`config.mk`:
```
export PLATFORM = sky130hd
export DESIGN_NAME = sound_scheduler
export DESIGN_NICKNAME = d
export VERILOG_FILES = /design/src/rtl/sound_scheduler.sv
export SDC_FILE = /design/constraint.sdc
export NUM_CORES = 1
export LEC_CHECK = 0
export BUFFER_PORTS_ARGS = -buffer_cell sky130_fd_sc_hd__buf_2
export CAP_MARGIN = 10
export CORE_MARGIN = 2
export CORE_UTILIZATION = 60
export DETAILED_ROUTE_END_ITERATION = 8
export GPL_TIMING_DRIVEN = 1
export PLACE_DENSITY = 0.79
export SETUP_SLACK_MARGIN = 0.5
export SLEW_MARGIN = 10
export SYNTH_ARGS = -nofsm -noshare
export SYNTH_HDL_FRONTEND = slang
export SYNTH_SLANG_ARGS = --single-unit
```
`constraint.sdc`:
```
create_clock -name clk -period 7.5 [get_ports clk]
set_input_delay 0 -clock clk [delete_from_list [all_inputs] [get_ports clk]]
set_output_delay 0 -clock clk [all_outputs]
set_load 0.02 [all_outputs]
```
`src/rtl/sound_scheduler.sv`:
```
// sound_scheduler: arbitrates ball/brick sound requests onto the single sine-ROM tone path,
// playing one note (or the 3-note life-lost melody) through timed PLAY and GAP phases.
module sound_scheduler #(
    parameter logic [31:0] STEP_C   = 32'd2986,
    parameter logic [31:0] STEP_D   = 32'd2660,
    parameter logic [31:0] STEP_E   = 32'd2369,
    parameter logic [31:0] STEP_G   = 32'd1993,
    parameter logic [31:0] NOTE_LEN = 32'd5000000,
    parameter logic [31:0] GAP_LEN  = 32'd500000
) (
    input  logic       clk,
    input  logic       reset_button,
    input  logic       enable,
    input  logic [3:0] req,
    output logic [3:0] grant,
    output logic [1:0] note,
    output logic [4:0] sample_addr,
    output logic       sample_strobe,
    output logic       tone_on,
    output logic       busy
);
    typedef enum logic [1:0] {
        ST_IDLE = 2'd0,
        ST_PLAY = 2'd1,
        ST_GAP  = 2'd2
    } state_t;

    localparam logic [1:0] NOTE_C = 2'd0;
    localparam logic [1:0] NOTE_D = 2'd1;
    localparam logic [1:0] NOTE_E = 2'd2;
    localparam logic [1:0] NOTE_G = 2'd3;

    state_t      state_q, state_d;
    logic [3:0]  pending_q, pending_d;
    logic [3:0]  grant_q, grant_d;
    logic [1:0]  note_q, note_d;
    logic [1:0]  mel_idx_q, mel_idx_d;
    logic        melody_q, melody_d;
    logic [4:0]  addr_q, addr_d;
    logic        strobe_q, strobe_d;
    logic        tone_q, tone_d;
    logic [11:0] step_q, step_d;
    logic [22:0] dur_q, dur_d;

    logic [31:0] step_len;
    logic        step_end, dur_end, gap_end;
    logic [3:0]  arb;
    logic        start;

    function automatic logic [1:0] melody_note(input logic [1:0] idx);
        case (idx)
            2'd0:    return NOTE_G;
            2'd1:    return NOTE_E;
            default: return NOTE_C;
        endcase
    endfunction

    function automatic logic [1:0] source_note(input logic [3:0] onehot);
        if (onehot[3])      return NOTE_G;
        else if (onehot[2]) return NOTE_C;
        else if (onehot[1]) return NOTE_E;
        else                return NOTE_G;
    endfunction

    always_comb begin
        step_len = STEP_C;
        case (note_q)
            NOTE_C:  step_len = STEP_C;
            NOTE_D:  step_len = STEP_D;
            NOTE_E:  step_len = STEP_E;
            default: step_len = STEP_G;
        endcase
        step_end = ({20'd0, step_q} == step_len - 32'd1);
        dur_end  = ({9'd0, dur_q} == NOTE_LEN - 32'd1);
        gap_end  = ({9'd0, dur_q} == GAP_LEN - 32'd1);
    end

    // Fixed priority 3 > 2 > 1 > 0; a pending melody may also cut a single note short.
    always_comb begin
        arb = 4'b0000;
        if (pending_q[3])      arb = 4'b1000;
        else if (pending_q[2]) arb = 4'b0100;
        else if (pending_q[1]) arb = 4'b0010;
        else if (pending_q[0]) arb = 4'b0001;
        if (state_q == ST_IDLE) start = enable && (pending_q != 4'b0000);
        else                    start = enable && pending_q[3] && !melody_q;
    end

    always_comb begin
        state_d   = state_q;
        grant_d   = 4'b0000;
        note_d    = note_q;
        mel_idx_d = mel_idx_q;
        melody_d  = melody_q;
        addr_d    = addr_q;
        strobe_d  = 1'b0;
        tone_d    = tone_q;
        step_d    = step_q;
        dur_d     = dur_q;

        if (!enable) begin
            state_d   = ST_IDLE;
            tone_d    = 1'b0;
            addr_d    = 5'd0;
            step_d    = 12'd0;
            dur_d     = 23'd0;
            melody_d  = 1'b0;
            mel_idx_d = 2'd0;
        end else if (start) begin
            state_d   = ST_PLAY;
            grant_d   = arb;
            note_d    = source_note(arb);
            melody_d  = arb[3];
            mel_idx_d = 2'd0;
            addr_d    = 5'd0;
            step_d    = 12'd0;
            dur_d     = 23'd0;
            tone_d    = 1'b1;
        end else begin
            case (state_q)
                ST_PLAY: begin
                    // The final note cycle never advances the address, so no strobe leaks into GAP.
                    if (dur_end) begin
                        state_d = ST_GAP;
                        tone_d  = 1'b0;
                        step_d  = 12'd0;
                        dur_d   = 23'd0;
                    end else begin
                        dur_d = dur_q + 23'd1;
                        if (step_end) begin
                            step_d   = 12'd0;
                            addr_d   = addr_q + 5'd1;
                            strobe_d = 1'b1;
                        end else begin
                            step_d = step_q + 12'd1;
                        end
                    end
                end
                ST_GAP: begin
                    if (gap_end) begin
                        dur_d = 23'd0;
                        if (melody_q && (mel_idx_q != 2'd2)) begin
                            state_d   = ST_PLAY;
                            mel_idx_d = mel_idx_q + 2'd1;
                            note_d    = melody_note(mel_idx_q + 2'd1);
                            addr_d    = 5'd0;
                            step_d    = 12'd0;
                            tone_d    = 1'b1;
                        end else begin
                            state_d  = ST_IDLE;
                            melody_d = 1'b0;
                        end
                    end else begin
                        dur_d = dur_q + 23'd1;
                    end
                end
                default: ;
            endcase
        end

        // A request arriving in its own grant cycle survives the clear.
        pending_d = enable ? ((pending_q & ~grant_d) | req) : 4'b0000;
    end

    always_ff @(posedge clk or negedge reset_button) begin
        if (!reset_button) begin
            state_q   <= ST_IDLE;
            pending_q <= 4'b0000;
            grant_q   <= 4'b0000;
            note_q    <= 2'd0;
            mel_idx_q <= 2'd0;
            melody_q  <= 1'b0;
            addr_q    <= 5'd0;
            strobe_q  <= 1'b0;
            tone_q    <= 1'b0;
            step_q    <= 12'd0;
            dur_q     <= 23'd0;
        end else begin
            state_q   <= state_d;
            pending_q <= pending_d;
            grant_q   <= grant_d;
            note_q    <= note_d;
            mel_idx_q <= mel_idx_d;
            melody_q  <= melody_d;
            addr_q    <= addr_d;
            strobe_q  <= strobe_d;
            tone_q    <= tone_d;
            step_q    <= step_d;
            dur_q     <= dur_d;
        end
    end

    assign grant         = grant_q;
    assign note          = note_q;
    assign sample_addr   = addr_q;
    assign sample_strobe = strobe_q;
    assign tone_on       = tone_q;
    assign busy          = (state_q != ST_IDLE);

endmodule

```
==> impl_metrics.xml <==
<?xml version="1.0" encoding="UTF-8"?>
<metrics>
  <group name="outcome">
    <metric name="outcome" unit="">finished, final reports clean</metric>
  </group>
  <group name="hold_path">
    <metric name="worstHoldEndpoint" unit="">tone_on</metric>
    <metric name="min_from" unit="">enable</metric>
    <metric name="hold_class" unit="">in -&gt; reg</metric>
    <metric name="hold_path_depth" unit="">3</metric>
  </group>
  <group name="global_routing">
    <metric name="gr-usage-all-layers" unit="%">27.2</metric>
    <metric name="antenna_found_initial" unit="">0</metric>
    <metric name="vias_in_the_first_global_route" unit="">2904</metric>
    <metric name="grt_pass1_wl" unit="microns">13600</metric>
    <metric name="grt_start_max_net_pins" unit="">58</metric>
    <metric name="grt_remaining_overflow" unit="">0</metric>
  </group>
  <group name="clocking">
    <metric name="cts-buffers-inserted" unit="">9</metric>
    <metric name="cts_max_path_buffers" unit="">2</metric>
    <metric name="root_buffer" unit="">sky130_fd_sc_hd__clkbuf_8</metric>
    <metric name="tritoncts_num_sinks" unit="">57</metric>
    <metric name="clk_latency" unit="ps">330</metric>
    <metric name="cts_htree_levels" unit="">3</metric>
    <metric name="clk_pin_slew_worst_paths" unit="ps">70</metric>
    <metric name="cts_tree" unit="">done</metric>
    <metric name="post_cts.repair.setup_buffers" unit="">0</metric>
  </group>
  <group name="power_and_ir_drop">
    <metric name="fin_total_pwr" unit="uW">993</metric>
    <metric name="powerDensity" unit="nW/um^2">258</metric>
    <metric name="power.leakage" unit="uW">0.00171</metric>
    <metric name="ir_drop" unit="V">0.000195</metric>
  </group>
  <group name="final_layout">
    <metric name="finalNetCount" unit="">430</metric>
    <metric name="layout.cell_area.non_filler" unit="sq um">3860</metric>
    <metric name="area_delta_synth_final" unit="%">11.3</metric>
    <metric name="post_route_cells_drive_above_1_share" unit="%">12.2</metric>
    <metric name="instances_no_fill" unit="">483</metric>
    <metric name="n_antenna_cell" unit="">0</metric>
    <metric name="nFillCells" unit="">445</metric>
  </group>
  <group name="detailed_routing">
    <metric name="wl" unit="microns">7690</metric>
    <metric name="avgViaCountPerCell" unit="">6.23</metric>
    <metric name="antenna_nets_post_route" unit="">0</metric>
    <metric name="drcViolationCount" unit="">0</metric>
    <metric name="wire_per_inst" unit="microns">15.9</metric>
    <metric name="via_count" unit="">3008</metric>
    <metric name="drt_pre_antenna_iters" unit="">5</metric>
    <metric name="drtIter0Drc" unit="">247</metric>
  </group>
  <group name="yosys">
    <metric name="yosys_warnings" unit="">0</metric>
    <metric name="avgSynthCellArea" unit="sq um">9.16</metric>
    <metric name="yosys_register_bits" unit="">57</metric>
    <metric name="count_of_distinct_cell_types_in_the_synthesized_netlist" unit="">59</metric>
    <metric name="mappedNetlistNets" unit="">402</metric>
    <metric name="synthesis.instances" unit="">378</metric>
    <metric name="synthesis.area" unit="sq um">3460</metric>
    <metric name="postSynth.topFlopCell" unit="">sky130_fd_sc_hd__dfrtp_1</metric>
    <metric name="seq_area_frac_synth" unit="%">41.2</metric>
    <metric name="asyncSetResetFlopFracSynth" unit="%">100</metric>
    <metric name="synth_edf_count" unit="">0</metric>
  </group>
  <group name="sta">
    <metric name="worst_clock_skew" unit="ps">11.1</metric>
    <metric name="layout_setup_ws" unit="ps">4660</metric>
    <metric name="post-route-period-util" unit="%">37.8</metric>
    <metric name="timing.final.crit_period" unit="ps">2840</metric>
    <metric name="setup_violations" unit="">0</metric>
    <metric name="timing_max_transition_violations_final" unit="">0</metric>
    <metric name="total_negative_slack_for_setup_checks" unit="ps">0</metric>
    <metric name="timing.fmax" unit="MHz">352</metric>
    <metric name="timing.max_slew.rel_slack" unit="%">33.5</metric>
    <metric name="timing_hold_violations_final" unit="">0</metric>
    <metric name="grt_setup_unrepaired" unit="">no</metric>
    <metric name="worst_slew_pin_slew" unit="ps">997</metric>
  </group>
  <group name="critical_path">
    <metric name="worst-r2r-cell-count" unit="">10</metric>
    <metric name="worstPathArrival" unit="ps">3050</metric>
    <metric name="worst_ep_required_time" unit="ps">7710</metric>
    <metric name="timing.critical_path.fanout_max" unit="">6</metric>
    <metric name="timing.reg2reg.setup_slack" unit="ps">4660</metric>
    <metric name="critical_path.endpoint_type" unit="">flip-flop</metric>
    <metric name="r2r_start" unit="">note[1]</metric>
    <metric name="worst_setup_path_start_kind" unit="">flip-flop</metric>
    <metric name="worst_r2r_endpoint" unit="">sample_addr[4]</metric>
    <metric name="criticalPathCategory" unit="">reg -&gt; reg</metric>
  </group>
  <group name="placed_design">
    <metric name="gp_congestion" unit="">0.889</metric>
    <metric name="io_buffer_count" unit="">20</metric>
    <metric name="preCtsSetupSlack" unit="ps">4700</metric>
    <metric name="place_area" unit="sq um">3620</metric>
    <metric name="post-place-cells" unit="">462</metric>
    <metric name="hpwl" unit="microns">5400</metric>
  </group>
  <group name="run">
    <metric name="maxCapViolations" unit="">0</metric>
  </group>
  <group name="floorplan">
    <metric name="floorplan.initialDensity" unit="%">62.5</metric>
    <metric name="fp.dieW" unit="microns">80.0</metric>
    <metric name="core_area" unit="sq um">5540</metric>
    <metric name="dieArea" unit="sq um">6400</metric>
    <metric name="die_height" unit="microns">80.0</metric>
    <metric name="rows" unit="">27</metric>
    <metric name="pin_count" unit="">21</metric>
  </group>
</metrics>
registers in the layout (all words and copies together), names as in the netlist:
name and flops:
tone_on 1, melody_q 1, sample_strobe 1, step_q 12, mel_idx_q 2, state_q 2, grant 4, note 2
sample_addr 5, pending_q 4, dur_q 23
layer usage:
| layer | up-vias | wire [microns] | track usage, % |
|---|---|---|---|
| met2 | 100 | 3440 | 40.8 |
| met5 | - | 0 | 0 |
| met4 | 0 | 234 | 13.2 |
| li1 | 1424 | - | - |
| met1 | 1460 | 3680 | 37.9 |
| met3 | 24 | 342 | 5.09 |
cell type report:
cell class / count / area (sq um) / area share [%]
inverter: 17 / 63.8 / 1.65
multi-input combinational: 294 / 1920 / 49.8
clock buffer: 13 / 149 / 3.86
timing repair buffer: 27 / 165 / 4.28
sequential: 57 / 1430 / 37.0
clock inverter: 3 / 40.0 / 1.04
tap: 72 / 90.1 / 2.34
Yosys cell counts (all sizes together) (2+ instances only):
library cell / instances / area, sq um
a21o: 5 / 38.8
o2111ai: 2 / 17.5
nor3b: 7 / 52.6
a22oi: 4 / 30.0
nor2b: 4 / 25.0
o211ai: 3 / 22.5
a211o: 4 / 35.0
nor3: 8 / 40.0
nand4: 12 / 75.1
ha: 17 / 213
a2111oi: 3 / 26.3
a41oi: 2 / 17.5
o31ai: 3 / 36.3
inv: 17 / 63.8
a31o: 4 / 35.0
and3b: 2 / 17.5
nand2: 35 / 139
or4: 3 / 27.5
nand3: 21 / 105
or3b: 2 / 17.5
mux2i: 3 / 30.0
xnor2: 10 / 87.6
dfrtp: 57 / 1430
a21oi: 10 / 50.1
o21a: 3 / 22.5
nor2: 48 / 183
nor4: 6 / 52.6
xor2: 14 / 123
a31oi: 8 / 50.1
clkbuf: 6 / 26.3
and3: 9 / 57.6
o21ai: 17 / 85.1
buf: 4 / 25.0
and2: 6 / 37.5
and4: 4 / 35.0
or3: 2 / 12.5
o32ai: 2 / 17.5
how the worst max path moves through the flow:
stage          startpoint             end  slack, ps  cells after the start
6_report          note[1]  sample_addr[4]       4660                     10
5_1_grt           note[1]  sample_addr[4]       4370                     10
4_1_cts           note[1]  sample_addr[4]       4680                     10
3_5_place_dp      note[1]  sample_addr[4]       4700                     10
3_3_place_gp      note[1]  sample_addr[3]       4800                     10
2_1_floorplan     note[1]  sample_addr[3]       4850                      9
per-stage QoR:
step,hold slack [ps],utilization [%]
floorplan,-296,-
global placement,183,65.3
detailed placement,185,65.3
CTS,63.6,69.6
global route,65.5,69.6
finish,72.7,69.6
cells by family after synthesis:
kind of cell	Yosys count	synth area share [%]
AO/OA/AOI/OAI	78	16.3
adder cells (fa/ha/maj)	17	6.14
buffers and inverters	27	3.32
AND/OR/NAND/NOR	171	25.8
multiplexers	4	1.19
flip-flops	57	41.2
XOR/XNOR	24	6.07
layout by cell type, fill, tap and decap left out, types with 5 or more instances in the layout:
cell                             n
sky130_fd_sc_hd__and2_1          6
sky130_fd_sc_hd__clkbuf_8       10
sky130_fd_sc_hd__nor3_1          8
sky130_fd_sc_hd__nand4_1        12
sky130_fd_sc_hd__nor2_1         47
sky130_fd_sc_hd__a21oi_1        10
sky130_fd_sc_hd__dfrtp_1        57
sky130_fd_sc_hd__nor3b_1         7
sky130_fd_sc_hd__inv_1          17
sky130_fd_sc_hd__nand2_1        34
sky130_fd_sc_hd__xnor2_1        10
sky130_fd_sc_hd__ha_1           17
sky130_fd_sc_hd__nand3_1        21
sky130_fd_sc_hd__xor2_1         14
sky130_fd_sc_hd__o21ai_0        17
sky130_fd_sc_hd__buf_2          20
sky130_fd_sc_hd__and3_1          8
sky130_fd_sc_hd__a31oi_1         8
sky130_fd_sc_hd__nor4_1          5
sky130_fd_sc_hd__dlygate4sd3_1   5
critical path: stages (launching register included):
cell and delay, ps:
sky130_fd_sc_hd__dfrtp_1 440, sky130_fd_sc_hd__inv_1 160, sky130_fd_sc_hd__ha_1 210, sky130_fd_sc_hd__inv_1 50, sky130_fd_sc_hd__ha_1 300, sky130_fd_sc_hd__xor2_1 130, sky130_fd_sc_hd__o2111ai_1 160, sky130_fd_sc_hd__nor4_1 360
sky130_fd_sc_hd__nand3_1 260, sky130_fd_sc_hd__a31o_2 340, sky130_fd_sc_hd__a211o_1 300
power by group:
group	internal [uW]	switching [uW]	total, uW	leakage (uW)
Combinational	121	232	353	0.000832
Sequential	330	28.1	359	0.000780
Clock	162	120	282	0.0000974
Total	613	380	993	0.00171
repair_timing:
item | 4_1_cts | 5_1_grt
endpoints found under the hold margin | 61 | 0
hold buffers | 5 | 0
resized for setup | 0 | 0
No activity file was read; power rests on OpenSTA's default activity.
